### src/rtl/aes128_share_io_if.sv
// Stream and core-side handshake bundle for the AES-128 share loader/unloader.
// slave is the loader's view; master is the environment's view.
interface aes128_share_io_if #(
  parameter int unsigned d = 2,
  parameter int unsigned W = 32
);
  logic [W-1:0]       in_data;
  logic               in_valid;
  logic               in_ready;
  logic [W-1:0]       out_data;
  logic               out_valid;
  logic               out_ready;
  logic               busy;
  logic               core_valid_in;
  logic               core_ready;
  logic               core_cipher_valid;
  logic [128*d-1:0]   core_sh_plaintext;
  logic [128*d-1:0]   core_sh_key;
  logic [128*d-1:0]   core_sh_ciphertext;

  modport slave (
    input  in_data, in_valid, out_ready, core_ready, core_cipher_valid, core_sh_ciphertext,
    output in_ready, out_data, out_valid, busy, core_valid_in, core_sh_plaintext, core_sh_key
  );

  modport master (
    output in_data, in_valid, out_ready, core_ready, core_cipher_valid, core_sh_ciphertext,
    input  in_ready, out_data, out_valid, busy, core_valid_in, core_sh_plaintext, core_sh_key
  );
endinterface

### src/rtl/aes128_share_io.sv
// Word-serial loader of d-share plaintext/key and unloader of shared ciphertext around a
// masked AES-128 core; one block in flight, shares are never recombined.
module aes128_share_io #(
  parameter int unsigned d = 2,
  parameter int unsigned W = 32
) (
  input  logic              clk,
  input  logic              nrst,
  aes128_share_io_if.slave  bus
);

  localparam int unsigned NI = 256 * d / W;
  localparam int unsigned NO = 128 * d / W;
  localparam int unsigned CW = $clog2(NI);

  typedef enum logic [1:0] {StLoad, StStart, StWait, StDrain} state_e;

  state_e           r_state;
  state_e           w_state_nxt;
  logic [CW-1:0]    r_cnt;
  logic [256*d-1:0] r_in_buf;
  logic [128*d-1:0] r_ct;
  logic [256*d-1:0] w_ct_ext;
  logic             w_in_acc;
  logic             w_out_acc;
  logic             w_in_last;
  logic             w_out_last;
  logic             w_capture;

  assign w_in_acc   = (r_state == StLoad) && bus.in_valid;
  assign w_out_acc  = (r_state == StDrain) && bus.out_ready;
  assign w_in_last  = (r_cnt == CW'(NI - 1));
  assign w_out_last = (r_cnt == CW'(NO - 1));
  assign w_capture  = (r_state == StWait) && bus.core_cipher_valid;

  always_ff @(posedge clk or negedge nrst) begin
    if (!nrst) begin
      r_state <= StLoad;
    end else begin
      r_state <= w_state_nxt;
    end
  end

  always_comb begin
    w_state_nxt = r_state;
    case (r_state)
      StLoad:  if (w_in_acc && w_in_last) w_state_nxt = StStart;
      StStart: if (bus.core_ready) w_state_nxt = StWait;
      StWait:  if (bus.core_cipher_valid) w_state_nxt = StDrain;
      StDrain: if (w_out_acc && w_out_last) w_state_nxt = StLoad;
      default: w_state_nxt = StLoad;
    endcase
  end

  always_comb begin
    bus.in_ready      = 1'b0;
    bus.core_valid_in = 1'b0;
    bus.out_valid     = 1'b0;
    bus.busy          = 1'b1;
    case (r_state)
      StLoad: begin
        bus.in_ready = 1'b1;
        bus.busy     = 1'b0;
      end
      StStart: bus.core_valid_in = 1'b1;
      StWait:  ;
      StDrain: bus.out_valid = 1'b1;
      default: ;
    endcase
  end

  // Shared word counter: input words in LOAD, output words in DRAIN.
  always_ff @(posedge clk or negedge nrst) begin
    if (!nrst) begin
      r_cnt <= '0;
    end else if (w_in_acc) begin
      r_cnt <= w_in_last ? '0 : r_cnt + 1'b1;
    end else if (w_out_acc) begin
      r_cnt <= w_out_last ? '0 : r_cnt + 1'b1;
    end
  end

  always_ff @(posedge clk or negedge nrst) begin
    if (!nrst) begin
      r_in_buf <= '0;
      r_ct     <= '0;
    end else begin
      if (w_in_acc) begin
        r_in_buf[W*r_cnt +: W] <= bus.in_data;
      end
      if (w_capture) begin
        r_ct <= bus.core_sh_ciphertext;
      end
    end
  end

  // Zero-padded so the counter can index it over its full range without leaving the vector.
  assign w_ct_ext = {{(128*d){1'b0}}, r_ct};

  assign bus.out_data          = w_ct_ext[W*r_cnt +: W];
  assign bus.core_sh_plaintext = r_in_buf[128*d-1:0];
  assign bus.core_sh_key       = r_in_buf[256*d-1:128*d];

endmodule

### src/flat_wrapper.sv
// flat-port wrapper written by rule: the top's interface ports become plain ports
module aes128_share_io_flat 
#(
  parameter int unsigned d = 2,
  parameter int unsigned W = 32
)
  (clk, nrst, bus_in_data, bus_in_valid, bus_out_ready, bus_core_ready, bus_core_cipher_valid, bus_core_sh_ciphertext, bus_in_ready, bus_out_data, bus_out_valid, bus_busy, bus_core_valid_in, bus_core_sh_plaintext, bus_core_sh_key);
  aes128_share_io_if #(.d(d), .W(W)) bus_i ();
  input  logic clk;
  input  logic nrst;
  input wire logic [$bits(bus_i.in_data)-1:0] bus_in_data;
  input wire logic [$bits(bus_i.in_valid)-1:0] bus_in_valid;
  input wire logic [$bits(bus_i.out_ready)-1:0] bus_out_ready;
  input wire logic [$bits(bus_i.core_ready)-1:0] bus_core_ready;
  input wire logic [$bits(bus_i.core_cipher_valid)-1:0] bus_core_cipher_valid;
  input wire logic [$bits(bus_i.core_sh_ciphertext)-1:0] bus_core_sh_ciphertext;
  output wire logic [$bits(bus_i.in_ready)-1:0] bus_in_ready;
  output wire logic [$bits(bus_i.out_data)-1:0] bus_out_data;
  output wire logic [$bits(bus_i.out_valid)-1:0] bus_out_valid;
  output wire logic [$bits(bus_i.busy)-1:0] bus_busy;
  output wire logic [$bits(bus_i.core_valid_in)-1:0] bus_core_valid_in;
  output wire logic [$bits(bus_i.core_sh_plaintext)-1:0] bus_core_sh_plaintext;
  output wire logic [$bits(bus_i.core_sh_key)-1:0] bus_core_sh_key;
  assign bus_i.in_data = bus_in_data;
  assign bus_i.in_valid = bus_in_valid;
  assign bus_i.out_ready = bus_out_ready;
  assign bus_i.core_ready = bus_core_ready;
  assign bus_i.core_cipher_valid = bus_core_cipher_valid;
  assign bus_i.core_sh_ciphertext = bus_core_sh_ciphertext;
  assign bus_in_ready = bus_i.in_ready;
  assign bus_out_data = bus_i.out_data;
  assign bus_out_valid = bus_i.out_valid;
  assign bus_busy = bus_i.busy;
  assign bus_core_valid_in = bus_i.core_valid_in;
  assign bus_core_sh_plaintext = bus_i.core_sh_plaintext;
  assign bus_core_sh_key = bus_i.core_sh_key;
  aes128_share_io #(.d(d), .W(W)) u_core (.clk(clk), .nrst(nrst), .bus(bus_i));
endmodule
### config.mk
export PLATFORM = sky130hd
export DESIGN_NAME = aes128_share_io_flat
export DESIGN_NICKNAME = d
export VERILOG_FILES = /design/src/rtl/aes128_share_io_if.sv /design/src/rtl/aes128_share_io.sv /design/src/flat_wrapper.sv
export SDC_FILE = /design/constraint.sdc
export NUM_CORES = 1
export LEC_CHECK = 0
export ABC_CLOCK_PERIOD_IN_PS = 3950
export CAP_MARGIN = 20
export CELL_PAD_IN_SITES_DETAIL_PLACEMENT = 0
export CELL_PAD_IN_SITES_GLOBAL_PLACEMENT = 1
export CORE_AREA = 2 2 332 334
export DETAILED_ROUTE_END_ITERATION = 12
export DIE_AREA = 0 0 334 336
export GPL_TIMING_DRIVEN = 1
export HOLD_SLACK_MARGIN = 0.15
export PLACE_DENSITY = 0.65
export REMOVE_ABC_BUFFERS = 1
export SYNTH_ARGS = -nofsm -noshare
export SYNTH_HDL_FRONTEND = slang
export SYNTH_SLANG_ARGS = --single-unit
### constraint.sdc
create_clock -name clk -period 3.95 [get_ports clk]
set_input_delay 1.185 -clock clk [delete_from_list [all_inputs] [get_ports clk]]
set_output_delay 1.185 -clock clk [all_outputs]
set_load 0.02 [all_outputs]
==> qor.yml, run 1 <==
cts_hold_buf: 0
die_x_um: 334
die_h_um: 336
dr_total_vias: 20875
critical_path_class: "flop to primary output"
p_seq_share_pct: 34.7
hold_path.class: "input port to asynchronous set/reset pin"
cts_tree: "yes"
slowest_stage: "clkdlybuf4s50_1"
dr.pass1.iters: 6
fin_crit_sh_pct: 96.5
clkLatencyLatePin_ns: 0.66
pwr-share-comb_pct: 42.0
setup_viol: 0
syn_area_um2: 31700
initial_utilization_pct: 29.2
ys_async_sr_fraction_pct: 100
ant_nets: 0
coreArea_um2: 108000
synthFlopType: "dfrtp_1"
grt_max_degree: 77
area_delta_synth_final_pct: 43.3
numCtsBuffers: 87
highest_layer: "met5"
clock.fmax_ghz: 0.262
cp-start-kind: "flop"
crit_fanout: 6
gp_congestion: 0.829
cts_max_level: 3
yosysWarnings: 0
cts.sinks: 774
avgRoutedWirePerCell_um: 25.5
setup_ws_ns: 0.137
synth_cell_types: 40
finalHoldViolations: 0
cts-root-buf: "clkbuf_16"
cts_buffer_depth: 3
synth_top_area_share_pct: 61.1
synth.area.top_cells: "dfrtp_1 61%, mux2_2 22%, mux4_2 4.6%, mux2i_1 4.1%, inv_1 1.2%"
ioPinCount: 842
worstPathRequired_ns: 2.76
synth-seq-cells: 774
final_nets: 3260
powerDensity_nw_per_um2: 798
cap_violations: 0
drive_gt1_share_pct: 32.1
syn_inst: 2075
rrSetupSlack_ns: 0.60
hold_slack_ns: 0.449
clk_pin_slew_ns: 0.06
clock_skew_ns: 0.0163
post-route-util_pct: 41.9
ys_seq_area_share_pct: 61.1
peakVddDrop_mv: 0.362
maxSlewHeadroom_pct: 46.2
synth_top_area_cell: "dfrtp_1"
die-area_um2: 112000
leakagePower_nw: 21.4
grt-ovfl-total: 0
avgViaCountPerCell: 4.70
grt_pass1_wl_mm: 163
place_ws_ns: 0.247
route.detailed.drc: 0
rows: 121
drt-initial-drc-count: 918
io_buffer_count: 841
p_sw_share_pct: 34.8
wl_met2_mm: 55.7
net-switching-power_w: 0.0126
cpPeakStageDelay_ns: 0.66
wl_mm: 113
grt_usage_pct: 19.9
antenna_found_initial: 14
worstMarginPinSlew_ns: 0.804
clockPowerShare_pct: 23.3
rsz0062_at_grt: "false"
cp-end-kind: "primary output"
syn_area_per_cell_um2: 15.3
r2r_end: "u_core.r_in_buf[41]"
status: "finished, final reports clean"
drt-met1-wl_mm: 45.7
dp_hpwl_mm: 82.5
stdcell_count: 4443
fin_crit_ns: 3.81
reg2reg_depth: 8
met3_length_mm: 8.96
path_cells: "buf_4 > mux4_2 > mux2i_1 > nor2_1 > clkdlybuf4s50_1"
synth-edff-count: 0
r2r-start: "u_core.r_cnt[0]"
drv_slew: 0
p_int_w: 0.0236
worst-path-buf-inv: 2
place_inst: 4275
critPathArrivalTime_ns: 2.63
crit_family: "buffers and inverters"
grt_pass1_vias: 22941
[routing by layer]
layer	global-route usage, %	vias to the layer above
li1	-	9059
met1	23.8	10896
met2	34.2	740
met3	6.40	162
met4	5.81	18
met5	0	-
[worst max path at each step]
stage                     startpoint                    to  cells after the start
2_1_floorplan  bus_core_cipher_valid        u_core.r_ct[0]                      2
3_3_place_gp         u_core.r_cnt[0]      bus_out_data[17]                      5
3_5_place_dp         u_core.r_cnt[0]  u_core.r_in_buf[201]                      8
4_1_cts              u_core.r_cnt[0]      bus_out_data[27]                      5
5_1_grt              u_core.r_cnt[0]       bus_out_data[9]                      6
6_report             u_core.r_cnt[0]      bus_out_data[14]                      5
[cells in the final DEF, fill, tap and decap left out, types with 5 or more instances in the layout]
cell type and count:
clkbuf_8 22, o21ai_0 10, clkinv_2 10, dlygate4sd2_1 25, nand2_2 7, nand2_4 5, clkdlybuf4s50_1 809, mux2i_1 129
clkbuf_1 19, and3_1 32, nor2_1 38, dfrtp_1 770, clkbuf_16 92, mux2_2 629, buf_12 26, buf_4 80
bufinv_16 7, mux2_1 32, nand2_1 48, mux4_2 64, ha_1 6, nand3_1 9, inv_1 104
[kinds of logic after synthesis]
group	after synthesis	synth area share (%)
compound gates	20	0.399
xor+xnor	3	0.0830
fa+ha+maj	7	0.277
buf+inv	252	3.29
flops	774	61.1
mux	858	32.3
simple gates	161	2.49
[power groups by stage]
stage / registers, W / logic, W / clock network [W]
floorplan: 0.0144 / 0.00650 / 0
global placement: 0.0126 / 0.0152 / 0
detailed placement: 0.0128 / 0.0154 / 0
CTS: 0.0125 / 0.0155 / 0.00870
global route: 0.0129 / 0.0161 / 0.00905
finish: 0.0125 / 0.0152 / 0.00845
[Yosys cell counts (3+ instances only)]
master	instances
nor2_1	39
mux2_4	4
inv_1	104
nor4_2	3
dfrtp_1	774
and3_1	32
mux2_2	629
nand3b_1	3
buf_2	63
nand3_1	11
o21ai_0	10
ha_1	7
mux2i_1	129
nand2_1	60
mux2_1	32
nand2b_1	3
mux4_2	64
clkbuf_1	81
[layout make-up]
class	count	area [um2]
fillers	9919	63000
flip-flops and latches	774	19400
multi-input cells	1049	11400
repair buffers	943	9490
clock buffers	133	2680
well taps	1414	1770
inverters	104	390
clock inverters	23	320
diodes	3	7.51
[state kept, by name, summed over array words and instances (netlist names)]
signal	flops
u_core.r_in_buf	512
u_core.r_ct	256
u_core.r_cnt	4
u_core.r_state	2
[per-stage QoR]
| stage | power [W] | instance area (um2) | setup TNS [ns] |
|---|---|---|---|
| finish | 0.0362 | 45400 | 0 |
| floorplan | 0.0209 | 31000 | -1934.77 |
| global placement | 0.0278 | 42300 | 0 |
| global route | 0.0381 | 45400 | 0 |
| detailed placement | 0.0282 | 42300 | 0 |
| CTS | 0.0368 | 45400 | 0 |
[repair_timing]
action,CTS,global route
setup endpoints to repair,27,1
pin swaps,0,0
gates resized for setup,26,1
buffers inserted,9,0
Power figures use the tool's default switching activity.
==> run 2, diff against run 1 <==
- DONT_BUFFER_PORTS: not set -> 1
- PLACE_DENSITY: 0.65 -> 0.53
==> run 2 against run 1 <==
The flow now finishes with violations (slew limit). Power shrank 13%. Largest cell class unchanged. Clock skew is 0.020 ns higher. Global-route usage is 1.8 points lower. Die area is the same. Flip-flop and latch count stayed put. Sequential share of layout area rose by 11 points. Non-clock buffer count shrank 898. Design area down 20%. Combinational power fell by 45%. Sequential power grew 22%. Highest routed layer unchanged. Clock power down 6.4%. Via count shrank 17%.
==> qor.yml, run 2 (same netlist as run 1, synthesis figures left out) <==
initial_utilization_pct: 29.2
maxSlewHeadroom_pct: -94.1
rsz0062_at_grt: "false"
final_nets: 2363
leakagePower_nw: 17.7
hold_slack_ns: 0.214
dp_hpwl_mm: 70.6
place_ws_ns: 0.688
avgViaCountPerCell: 4.89
crit_fanout: 24
worstPathRequired_ns: 2.76
numCtsBuffers: 88
largest_register_ffs: 512
cp-end-kind: "primary output"
drt-initial-drc-count: 702
ioPinCount: 842
antenna_found_initial: 43
largest-register: "u_core.r_in_buf"
grt_pass1_vias: 19028
fin_crit_ns: 3.68
die_h_um: 336
cts_tree: "yes"
worstMarginPinSlew_ns: 2.91
power.total_w: 0.0314
cts_buffer_depth: 3
clock_skew_ns: 0.0365
drive_gt1_share_pct: 42.2
finalHoldViolations: 0
final_cell_mix: "770 x dfrtp_1, 629 x mux2_2, 129 x mux2i_1"
grt_usage_pct: 18.1
cts_max_level: 3
critical_path_class: "flop to primary output"
grt-ovfl-total: 0
clkLatencyLatePin_ns: 0.67
status: "complete, but fails checks"
ant_nets: 0
setup_viol: 0
rows: 121
wl_mm: 104
route.detailed.drc: 0
peakVddDrop_mv: 0.453
drv_slew: 329
clk_pin_slew_ns: 0.06
rrSetupSlack_ns: 0.73
grt_pass1_wl_mm: 146
reg_top3: "u_core.r_in_buf (512), u_core.r_ct (256), u_core.r_cnt (4)"
gp_congestion: 0.768
violations: "slew limit"
hold_path.class: "input port to asynchronous set/reset pin"
die-area_um2: 112000
final.fill_count: 10590
post-route-util_pct: 33.4
io_buffer_count: 0
die_x_um: 334
dr.pass1.iters: 4
powerDensity_nw_per_um2: 868
grt_max_degree: 775
critPathArrivalTime_ns: 2.49
cap_violations: 0
dr_total_vias: 17385
cts.sinks: 774
clock.fmax_ghz: 0.272
cp-start-kind: "flop"
avgRoutedWirePerCell_um: 29.2
register_area_um2: 19400
cts-root-buf: "clkbuf_16"
coreArea_um2: 108000
cts_hold_buf: 0
fin_crit_sh_pct: 93.1
multiInputGateArea_um2: 11400
layout_commonest_cell: "dfrtp_1"
area_delta_synth_final_pct: 14.4
setup_ws_ns: 0.273
## run 2: path summary, 6_finish.rpt
check,startpoint,to,cells past startpoint
hold / removal,nrst,u_core.r_ct[200],0
max in group asynchronous,nrst,u_core.r_in_buf[361],0
hold reg to reg,u_core.r_ct[210],u_core.r_ct[210],1
setup reg to reg,u_core.r_cnt[0],u_core.r_in_buf[505],8
min in group clk,u_core.r_ct[210],u_core.r_ct[210],1
setup / recovery,u_core.r_cnt[0],bus_out_data[15],4
## run 2: critical path: stages (launching register included)
cell	delay, ns
dfrtp_4	0.55
buf_16	0.25
mux4_2	0.54
mux2i_1	0.28
nor2_1	0.18
## run 2: final cells by class
type,count,share of cell area (%)
clock inverter,22,0.660
multi-input combinational,1049,31.4
inverter,104,1.08
antenna,19,0.131
sequential,774,53.5
clock buffer,128,6.94
tap,1414,4.88
timing repair buffer,45,1.42
## run 2: layer usage
layer	share of wire (%)	vias to the layer above	routed length, um	global-route usage (%)
li1	-	7288	-	-
met1	37	9171	38200	20.0
met2	48	695	49700	29.8
met3	12	185	12800	10.1
met4	2.8	46	2960	5.36
met5	0.27	-	284	0
## run 2: stage by stage
step | instance area, um2 | std cells | setup TNS, ns
5_1_grt | 36200 | 3546 | 0
3_5_place_dp | 33400 | 3382 | 0
6_report | 36200 | 3555 | 0
2_1_floorplan | 31000 | 1927 | -1934.77
3_3_place_gp | 33400 | 3382 | 0
4_1_cts | 36100 | 3533 | 0
## run 2: what timing repair did
item | in CTS | in global routing
endpoints found under the setup margin | 8 | 8
buffers inserted | 0 | 3
gates resized for setup | 2 | 2
cloned | 1 | 0
## run 2: where the power goes
part / switching [W] / internal (W)
Clock: 0.00336 / 0.00454
Sequential: 0.00435 / 0.0109
Combinational: 0.00403 / 0.00427
==> run 3, diff against run 2 <==
- HOLD_SLACK_MARGIN: 0.15 -> not set
==> results of run 3 <==
The final DEF is identical to that of run 2; final timing and power are the same.
